===== config.mk =====
export PLATFORM = sky130hd
export DESIGN_NAME = histogram_reader
export DESIGN_NICKNAME = d
export VERILOG_FILES = /design/src/rtl/hist_pkg.sv /design/src/rtl/hist_rd_fifo.sv /design/src/rtl/histogram_reader.sv
export SDC_FILE = /design/constraint.sdc
export NUM_CORES = 1
export LEC_CHECK = 0
export ABC_CLOCK_PERIOD_IN_PS = 3800
export BUFFER_PORTS_ARGS = -buffer_cell sky130_fd_sc_hd__buf_2
export CORE_UTILIZATION = 53
export DETAILED_ROUTE_END_ITERATION = 7
export MAX_ROUTING_LAYER = met4
export PLACE_DENSITY = 0.88
export SKIP_LAST_GASP = 1
export SYNTH_ARGS = -nofsm -noshare
export SYNTH_HDL_FRONTEND = slang
export SYNTH_SLANG_ARGS = --single-unit

===== constraint.sdc =====
create_clock -name clk -period 3.8 [get_ports clk]
set_input_delay 0.38 -clock clk [delete_from_list [all_inputs] [get_ports clk]]
set_output_delay 0.38 -clock clk [all_outputs]
set_load 0.005 [all_outputs]

===== src/rtl/hist_pkg.sv =====
// Shared definitions for the histogram read-side sweep engine.
package hist_pkg;

    localparam int ADDR_W_DEF = 8;
    localparam int BIN_W_DEF  = 16;
    localparam int SUM_W_DEF  = 24;
    localparam int NUM_BINS   = 256;

    // Sweep controller states.
    typedef enum logic [1:0] {
        ST_IDLE  = 2'd0,
        ST_SWEEP = 2'd1,
        ST_DRAIN = 2'd2,
        ST_DONE  = 2'd3
    } state_t;

endpackage


===== src/rtl/hist_rd_fifo.sv =====
// Small synchronous FIFO holding {bin, count} pairs returned by the histogram memory.
// Head is read combinationally so the output stage can load it in the same cycle.
module hist_rd_fifo #(
    parameter  int DEPTH = 3,
    parameter  int W     = 24,
    localparam int CW    = $clog2(DEPTH + 1)
) (
    input  logic          clk,
    input  logic          rst,
    input  logic          push,
    input  logic [W-1:0]  push_data,
    input  logic          pop,
    output logic [W-1:0]  head,
    output logic          full,
    output logic          empty,
    output logic [CW-1:0] count
);

    localparam int PW = (DEPTH > 1) ? $clog2(DEPTH) : 1;

    logic [W-1:0]  mem [DEPTH];
    logic [PW-1:0] wr_ptr;
    logic [PW-1:0] rd_ptr;
    logic [CW-1:0] cnt;

    // Pointer and occupancy bookkeeping; pointers wrap at DEPTH (not a power of two).
    always_ff @(posedge clk or negedge rst) begin
        if (!rst) begin
            wr_ptr <= '0;
            rd_ptr <= '0;
            cnt    <= '0;
        end else begin
            if (push) wr_ptr <= (wr_ptr == PW'(DEPTH - 1)) ? '0 : wr_ptr + 1'b1;
            if (pop)  rd_ptr <= (rd_ptr == PW'(DEPTH - 1)) ? '0 : rd_ptr + 1'b1;
            case ({push, pop})
                2'b10:   cnt <= cnt + 1'b1;
                2'b01:   cnt <= cnt - 1'b1;
                default: cnt <= cnt;
            endcase
        end
    end

    // Storage array; contents are don't-care while empty, so no reset.
    always_ff @(posedge clk) begin
        if (push) mem[wr_ptr] <= push_data;
    end

    assign head  = mem[rd_ptr];
    assign full  = (cnt == CW'(DEPTH));
    assign empty = (cnt == '0);
    assign count = cnt;

endmodule


===== src/rtl/histogram_reader.sv =====
// Sweeps all histogram bins through the calculator read port and streams
// {bin, count, cdf} beats over valid/ready, capturing peak bin and frame total.
// Handshake: a beat transfers on a cycle where m_valid & m_ready are both high;
// once m_valid rises, m_* hold stable until that transfer.
module histogram_reader
    import hist_pkg::*;
#(
    parameter int BIN_W  = BIN_W_DEF,
    parameter int ADDR_W = ADDR_W_DEF,
    parameter int SUM_W  = SUM_W_DEF,
    parameter int RD_LAT = 1
) (
    input  logic              clk,
    input  logic              rst,
    input  logic              start,
    output logic              busy,
    output logic              done,
    output logic              hist_rd_en,
    output logic [ADDR_W-1:0] hist_addr,
    input  logic [BIN_W-1:0]  hist_data,
    output logic              m_valid,
    input  logic              m_ready,
    output logic [ADDR_W-1:0] m_bin,
    output logic [BIN_W-1:0]  m_count,
    output logic [SUM_W-1:0]  m_cdf,
    output logic              m_last,
    output logic [ADDR_W-1:0] peak_bin,
    output logic [BIN_W-1:0]  peak_count,
    output logic [SUM_W-1:0]  total,
    output logic [1:0]        fsm_state
);

    localparam int DEPTH = RD_LAT + 2;
    localparam int CW    = $clog2(DEPTH + 1);
    localparam logic [ADDR_W-1:0] LAST_BIN = '1;

    state_t              state_q;
    logic [ADDR_W-1:0]   addr_q;
    logic                busy_q, done_q;
    logic [SUM_W-1:0]    acc_q;
    logic [ADDR_W-1:0]   run_bin_q;
    logic [BIN_W-1:0]    run_cnt_q;
    logic [ADDR_W-1:0]   peak_bin_q;
    logic [BIN_W-1:0]    peak_cnt_q;
    logic [SUM_W-1:0]    total_q;
    logic [CW-1:0]       inflight_q;
    logic [RD_LAT-1:0]   vld_pipe;
    logic [ADDR_W-1:0]   bin_pipe [RD_LAT];
    logic                m_valid_q, m_last_q;
    logic [ADDR_W-1:0]   m_bin_q;
    logic [BIN_W-1:0]    m_count_q;
    logic [SUM_W-1:0]    m_cdf_q;

    logic                      rd_en, hs, load, cap_valid, head_vld, new_peak;
    logic                      fifo_push, fifo_pop, fifo_full, fifo_empty;
    logic [CW-1:0]             fifo_cnt;
    logic [ADDR_W+BIN_W-1:0]   fifo_head;
    logic [ADDR_W-1:0]         head_bin;
    logic [BIN_W-1:0]          head_cnt;
    logic [SUM_W-1:0]          cdf_base;

    // Credit check, handshake and FIFO bypass steering.
    always_comb begin
        rd_en     = (state_q == ST_SWEEP) &&
                    (({1'b0, inflight_q} + {1'b0, fifo_cnt}) < (CW + 1)'(DEPTH));
        hs        = m_valid_q && m_ready;
        load      = !m_valid_q || m_ready;
        cap_valid = vld_pipe[RD_LAT-1];
        fifo_pop  = load && !fifo_empty;
        // Returning data skips the FIFO when it is empty and the output stage is free.
        fifo_push = cap_valid && !(load && fifo_empty) && !fifo_full;
        head_vld  = !fifo_empty || cap_valid;
        head_bin  = fifo_empty ? bin_pipe[RD_LAT-1] : fifo_head[ADDR_W+BIN_W-1:BIN_W];
        head_cnt  = fifo_empty ? hist_data : fifo_head[BIN_W-1:0];
        // A beat loaded on the same edge as a handshake chains off the beat leaving.
        cdf_base  = hs ? m_cdf_q : acc_q;
        new_peak  = m_count_q > run_cnt_q;
    end

    // Sweep FSM with issue address, CDF accumulator, running peak and result commit.
    always_ff @(posedge clk or negedge rst) begin
        if (!rst) begin
            state_q    <= ST_IDLE;
            addr_q     <= '0;
            busy_q     <= 1'b0;
            done_q     <= 1'b0;
            acc_q      <= '0;
            run_bin_q  <= '0;
            run_cnt_q  <= '0;
            peak_bin_q <= '0;
            peak_cnt_q <= '0;
            total_q    <= '0;
        end else begin
            if (hs) begin
                acc_q <= m_cdf_q;
                if (new_peak) begin
                    run_bin_q <= m_bin_q;
                    run_cnt_q <= m_count_q;
                end
            end
            case (state_q)
                ST_IDLE: begin
                    addr_q    <= '0;
                    acc_q     <= '0;
                    run_bin_q <= '0;
                    run_cnt_q <= '0;
                    if (start) begin
                        state_q <= ST_SWEEP;
                        busy_q  <= 1'b1;
                    end
                end
                ST_SWEEP: begin
                    if (rd_en) begin
                        addr_q <= addr_q + 1'b1;
                        if (addr_q == LAST_BIN) state_q <= ST_DRAIN;
                    end
                end
                ST_DRAIN: begin
                    if (hs && m_last_q) begin
                        state_q    <= ST_DONE;
                        busy_q     <= 1'b0;
                        done_q     <= 1'b1;
                        total_q    <= m_cdf_q;
                        peak_bin_q <= new_peak ? m_bin_q : run_bin_q;
                        peak_cnt_q <= new_peak ? m_count_q : run_cnt_q;
                    end
                end
                default: begin
                    done_q  <= 1'b0;
                    state_q <= ST_IDLE;
                end
            endcase
        end
    end

    // Read-return tracking: which bin lands on hist_data, and reads still in flight.
    always_ff @(posedge clk or negedge rst) begin
        if (!rst) begin
            vld_pipe   <= '0;
            inflight_q <= '0;
            for (int i = 0; i < RD_LAT; i++) bin_pipe[i] <= '0;
        end else begin
            vld_pipe[0] <= rd_en;
            bin_pipe[0] <= addr_q;
            for (int i = 1; i < RD_LAT; i++) begin
                vld_pipe[i] <= vld_pipe[i-1];
                bin_pipe[i] <= bin_pipe[i-1];
            end
            case ({rd_en, cap_valid})
                2'b10:   inflight_q <= inflight_q + 1'b1;
                2'b01:   inflight_q <= inflight_q - 1'b1;
                default: inflight_q <= inflight_q;
            endcase
        end
    end

    // Registered output stage, refilled whenever it is empty or its beat is taken.
    always_ff @(posedge clk or negedge rst) begin
        if (!rst) begin
            m_valid_q <= 1'b0;
            m_bin_q   <= '0;
            m_count_q <= '0;
            m_cdf_q   <= '0;
            m_last_q  <= 1'b0;
        end else if (load) begin
            if (head_vld) begin
                m_valid_q <= 1'b1;
                m_bin_q   <= head_bin;
                m_count_q <= head_cnt;
                m_cdf_q   <= cdf_base + SUM_W'(head_cnt);
                m_last_q  <= (head_bin == LAST_BIN);
            end else begin
                m_valid_q <= 1'b0;
            end
        end
    end

    hist_rd_fifo #(
        .DEPTH (DEPTH),
        .W     (ADDR_W + BIN_W)
    ) u_fifo (
        .clk       (clk),
        .rst       (rst),
        .push      (fifo_push),
        .push_data ({bin_pipe[RD_LAT-1], hist_data}),
        .pop       (fifo_pop),
        .head      (fifo_head),
        .full      (fifo_full),
        .empty     (fifo_empty),
        .count     (fifo_cnt)
    );

    assign busy       = busy_q;
    assign done       = done_q;
    assign hist_rd_en = rd_en;
    assign hist_addr  = addr_q;
    assign m_valid    = m_valid_q;
    assign m_bin      = m_bin_q;
    assign m_count    = m_count_q;
    assign m_cdf      = m_cdf_q;
    assign m_last     = m_last_q;
    assign peak_bin   = peak_bin_q;
    assign peak_count = peak_cnt_q;
    assign total      = total_q;
    assign fsm_state  = state_q;

endmodule


# After elaboration in Yosys (flattened, before gate mapping)
# Memory sizes are Yosys's and may differ from the RTL's.
# Cells that the tools add are included.
# W data, S select, Z words.
# totals
ramBits	72
input_bits	20
out_inout_bits	111
word_cells	105
reg_bits	175
n_memories	1
# mem_list
name	words	word_bits	rd	rd_ports_with_merged_regs	wr	line_no	text
u_fifo.mem	3	24	1	0	1	hist_rd_fifo.sv:21	logic [W-1:0] mem [DEPTH];
# op_classes
eq_ne	15
n_mux	29
bitwise	1
add_sub_neg	9
reduce_logical	27
magnitude_cmp	2
# op_table
cell	n
$mux W16	4
$mux W24	2
$mux W8	5
$add A24 B16 Y24	1
$eq A8 B8 Y1 const B	2
$gt A16 B16 Y1	1
$pmux W8 S2	1
$eq A2 B2 Y1 const B	6
$mux W2	6
$reduce_bool A2 Y1	5
$add A2 B1 Y2 const B	4
$add A8 B1 Y8 const B	1
$pmux W2 S2	2
$reduce_and A2 Y1	4
$logic_and A1 B1 Y1	7
$eq A2 B1 Y1 const B	3
$mux W1	6
$ne A2 B2 Y1 const B	3
$pmux W2 S3	1
$logic_not A1 Y1	4
$logic_not A2 Y1	2
$pmux W1 S2	2
$reduce_and A4 Y1	1
$sub A2 B1 Y2 const B	2
7 further kinds	8

# Longest topological paths before layout
# depth
depth_word	8
depth_mapped	17
depth_no_buf	14

# By module
# A second synthesis with hierarchy kept.
# unflattened
hier_cells	1109
area_unflattened_um2	11652.4
# modules_own_cells
mod	cells_each	area_per_inst_um2	seq_area_each_um2	n_inst
histogram_reader	932	8685.8	4229.1	1
hist_rd_fifo	177	2966.6	2312.2	1

# Worst setup path before layout
# No wires, ideal clock.
# synth_timing
path_kind	reg2reg
from	register u_fifo.rd_ptr[0]
to	register m_cdf_q[20], in the netlist m_cdf[20]
period_less_slack_ps	3752
path_slack_ps	48
stages_incl_launch_ff	17
required_time_ps	3713
path_buffers	2
arrival_ps	3665
setup_time_ps	87
path_cell_list	dfrtp_1 clkbuf_1 buf_2 mux2i_1 nor2_1 a21oi_1 o21ai_0 ha_1 fa_1 a21oi_2 o21ai_2 o21a_2 a221o_1 a31o_1 a211o_1 and3b_1 a211oi_2
# synth_between
elab_chain_len	3
# synth_rtl
element	line_no	text
start, declared	hist_rd_fifo.sv:23	logic [PW-1:0] rd_ptr;
start signal, assigned	hist_rd_fifo.sv:34	if (pop) rd_ptr <= (rd_ptr == PW'(DEPTH - 1)) ? '0 : rd_ptr + 1'b1;
$mem_v2 Z3 W24	-	
$mux W16	histogram_reader.sv:74	head_cnt = fifo_empty ? hist_data : fifo_head[BIN_W-1:0];
net head_cnt[0]	histogram_reader.sv:59	logic [BIN_W-1:0] head_cnt;
$add A24 B16 Y24	histogram_reader.sv:170	m_cdf_q <= cdf_base + SUM_W'(head_cnt);
end signal, assigned	histogram_reader.sv:170	
end, declared	histogram_reader.sv:52	logic [SUM_W-1:0] m_cdf_q;
# The timed path passes the listed nets, and every way through them passes these cells.
# A chain may end at the register's enable or synchronous reset.

# Worst setup path after layout
# Same ends and word-level chain as after synthesis.

==> results.md <==
Timing:
- The measured slew at the worst slew-check pin is 976.6 ps.
- The setup violation total in the final timing report is 0.
- The max-slew headroom at the worst pin is 34.89%.
- The clock arrives with ~20 ps of skew.
- Summed over all failing endpoints, the final setup total negative slack is 0 ps.
- The count of endpoints failing hold in the final timing report was 5.
- Setup repair after global routing left no endpoint under its margin.
- The final-report max-slew violation count is 0.
- The final hold slack is -8.321 ps.
- The fraction of the cycle the final worst path needs is 93.92%.
- The maximum operating frequency is 280.2 MHz.
- The time the worst path needs with I/O delays and setup is 3569 ps.

Placement:
- The final RePlAce weighted congestion is 0.8720.
- The number of port buffers is 130.
- In this run, placement finished with an instance count of 1438.
- The half-perimeter wire length after detailed placement is approximately 18000 um.

Yosys:
- The netlist uses 63 different library cells.
- The number of storage elements in the synthesis netlist is roughly 250.
- The warning count from the yosys run is 0.
- The share of the yosys chip area belonging to registers is 57.24%.
- The cell count after synthesis is 1063.
- The most common cell in the synthesized netlist is nand2_1.
- By area the synthesized netlist is led by dfrtp_1, edfxtp_1, nand2_1, mux2i_1, ha_1.
- In the synthesized netlist the dominant register cell turns out to be dfrtp_1.
- Summed over its instances, the top area cell type makes up 38.32% of the synthesized netlist area.
- In this run the cell area of the synthesized design comes to 11430 um2.
- The number of enable flip-flop cells after synthesis is between 70 and 80.
- The net count of the mapped netlist is between 1000 and 1500.
- The post-synthesis async set-or-reset flop share is between 70% and 80%.
- Ranked by instance count, the synthesized netlist is headed by nand2_1, dfrtp_1, nor2_1, mux2i_1, o21ai_0.
- After synthesis, the mean cell area works out to 10.75 um2.
- dfrtp_1 takes more of the synthesized area than any other cell.

Routing:
- The mean number of vias per cell is 5.643.
- The wire length reported by the detailed router is around 27000 um.
- The residual antenna-violating net count after detailed routing is 0.
- The number of detailed-route iterations in the first pass is 5.
- After detailed routing, the average wire length per cell comes to 18.05 um.
- The number of remaining DRC errors is 0.
- The final route contains 8403 vias.
- The detailed router finished its first iteration with roughly 770 violations.

Worst setup path:
- The required time reported for the critical path endpoint is about 4200 ps.
- The top cell family by delay on the critical path is compound AO/OA/AOI/OAI gates.
- Along the worst path, the maximum fanout reaches 12.
- For flop-to-flop paths, the worst setup slack is around 230 ps.
- STA classifies the critical path endpoint as a flip-flop.
- The class of the most critical setup path is reg2reg.
- The signal on the critical path passes through buf_4 -> mux2i_1 -> nor2_1 -> a21oi_1 -> o21ai_0 -> ha_1 -> a21oi_2 -> o21ai_2 -> o21a_2 -> a221o_1 -> a31o_1 -> a211o_1 -> and3b_1 -> a211oi_2.
- The nature of the critical path startpoint is a flip-flop.
- The number of buffers and inverters on the critical path is 1.
- The arrival time at the worst endpoint is 4010 ps.
- On the critical path, the stage with the largest delay is an instance of ha_1.
- The highest cell delay on the worst timing path is between 400 and 500 ps.

Floorplan:
- The core region is 21090 um2.
- The floorplan has 53 rows.
- The width of the die is 148.8 um.
- The effective utilization at floorplan is a little over half.
- The die area is 22150 um2.
- The height of the die is 148.8 um.
- The I/O pin count is 131.

Clocking:
- The clock tree from TritonCTS is yes.
- CTS built an H-tree with a depth of 1.
- In this run the deepest clock path goes through 3 buffers.
- The clock tree root buffer cell is clkbuf_16.
- The CTS buffer count is 27.
- The number of buffers added to fix hold violations after cts is 0.
- The tree built by TritonCTS fans out to 247 sinks.
- The latest clock arrival within the worst-skew pair is 540 ps.
- Clock-pin slew was measured on the worst setup and hold paths at 70 ps.

Finish:
- Relative to the synthesized area, the layout overhead comes to 16.97%.
- In the final design database the tool counted between 1000 and 1500 nets.
- The share of final-layout standard cells stronger than drive strength 1 is between 10% and 20%.
- The post-layout instance count excluding filler cells is 1489.
- The post-layout utilization of the core is a little under two thirds.

Power:
- The cell leakage power is 6.425 nW.
- For this design the ratio of total power to cell area is approximately 900 nW/um2.
- Across the VDD grid, the largest voltage drop is 855.4 uV.

Hold path:
- The worst hold-check path type is in2async.

Run status:
- The checks that failed: negative hold slack.
- The flow ran to the end, but the final reports show violations.

Flow run:
- The tool flagged a number of max-cap violations equal to 0.

Global route:
- The largest net degree at the start of global routing is 106.
- The via count of the first global-routing pass was between 8000 and 9000.
- The total congestion overflow is 0.
- The overall routing resource usage is around 26%.
- The number of antenna violations at the first check in global routing is 1.
- The first global-routing pass estimated 43130 um of wire.
-- final timing paths --
check                      depth (start not counted)                 to              from
max                                               14          m_cdf[20]  u_fifo.rd_ptr[0]
min                                                1         m_count[6]               rst
max reg2reg                                       14          m_cdf[20]  u_fifo.rd_ptr[0]
min reg2reg                                        0        bin_pipe[7]      hist_addr[7]
max in group asynchronous                          2        bin_pipe[3]               rst
min in group clk                                   1  u_fifo.mem[0][10]     hist_data[10]
-- registers in the layout, summed over array words and instances, names as in the netlist, 8 cells and up --
register    flops
m_bin           8
m_count        16
acc_q          24
m_cdf          24
u_fifo.mem     72
bin_pipe        8
run_cnt_q      16
hist_addr       8
peak_count     16
peak_bin        8
total          24
run_bin_q       8
-- area by class of cell --
cell class                 instances  area (um2)
fill                            1631        7720
sequential                       247        6541
multi-input combinational        738        4606
timing repair buffer             150       844.6
clock buffer                      30       696.9
tap                              275       344.1
clock inverter                    20       227.7
inverter                          28       105.1
antenna                            1       2.502
-- cells by family (layout without fill, tap and decap cells) --
group | Yosys count | after routing | synth area share (%)
AOI/OAI and AO/OA | 218 | 218 | 11.35
xor gates and xnor gates | 25 | 25 | 1.916
adders and majority gates | 42 | 42 | 4.730
buffers and inverters | 78 | 228 | 2.781
DFF | 247 | 247 | 57.24
muxes | 104 | 104 | 9.404
other | 0 | 1 | 0
and+or+nand+nor | 349 | 349 | 12.58
-- metal layers --
layer  global-route usage (%)  wire length (um)  vias to the layer above
met5                        -                 0                        -
met4                    6.531               533                        0
met3                    3.547              1748                       44
met2                    40.12             12820                      325
met1                    35.11             11780                     4082
li1                         -                 -                     3952
-- layout by cell type, fill, tap and decap left out, types with 5 or more instances in the layout --
master	instances
o211ai_1	5
nand4_1	9
a21o_1	13
mux2_2	27
a211oi_1	5
a21oi_1	74
nor2b_1	6
ha_1	39
nand3_1	15
buf_4	17
buf_2	129
clkinv_2	7
o21ai_1	6
dfrtp_1	175
nand2_1	212
inv_1	28
bufinv_16	5
nor2_1	78
xor2_1	11
clkbuf_16	27
clkinv_1	5
xnor2_1	14
nand2b_1	6
edfxtp_1	72
mux2i_1	77
o21ai_0	74
-- report_power, final --
group          switching, W  leakage [nW]  internal, W
clock               0.00106         0.453      0.00166
combinational       0.00308          3.02      0.00207
sequential         0.000647          2.95      0.00339
total               0.00479          6.42      0.00712
-- stage by stage --
| stage | hold slack [ps] | power, W | worst slack (ps) | area, um2 |
|---|---|---|---|---|
| CTS | 16.63 | 0.01190 | 100.1 | 13370 |
| floorplan | 84.41 | 0.007514 | 48.30 | 11430 |
| finish | -8.321 | 0.01191 | 231.0 | 13370 |
| detailed placement | 439.6 | 0.009075 | 161.9 | 12440 |
| global route | 50.27 | 0.01269 | 8.743 | 13370 |
| global placement | 431.2 | 0.008834 | 254.1 | 12440 |
-- what timing repair did --
item                                   4_1_cts  5_1_grt
buffers inserted                             0        0
setup endpoints to repair                    0        4
gates resized for setup                      0        1
endpoints found under the hold margin        0        0
Note: power is estimated with default switching activity, not from simulation.
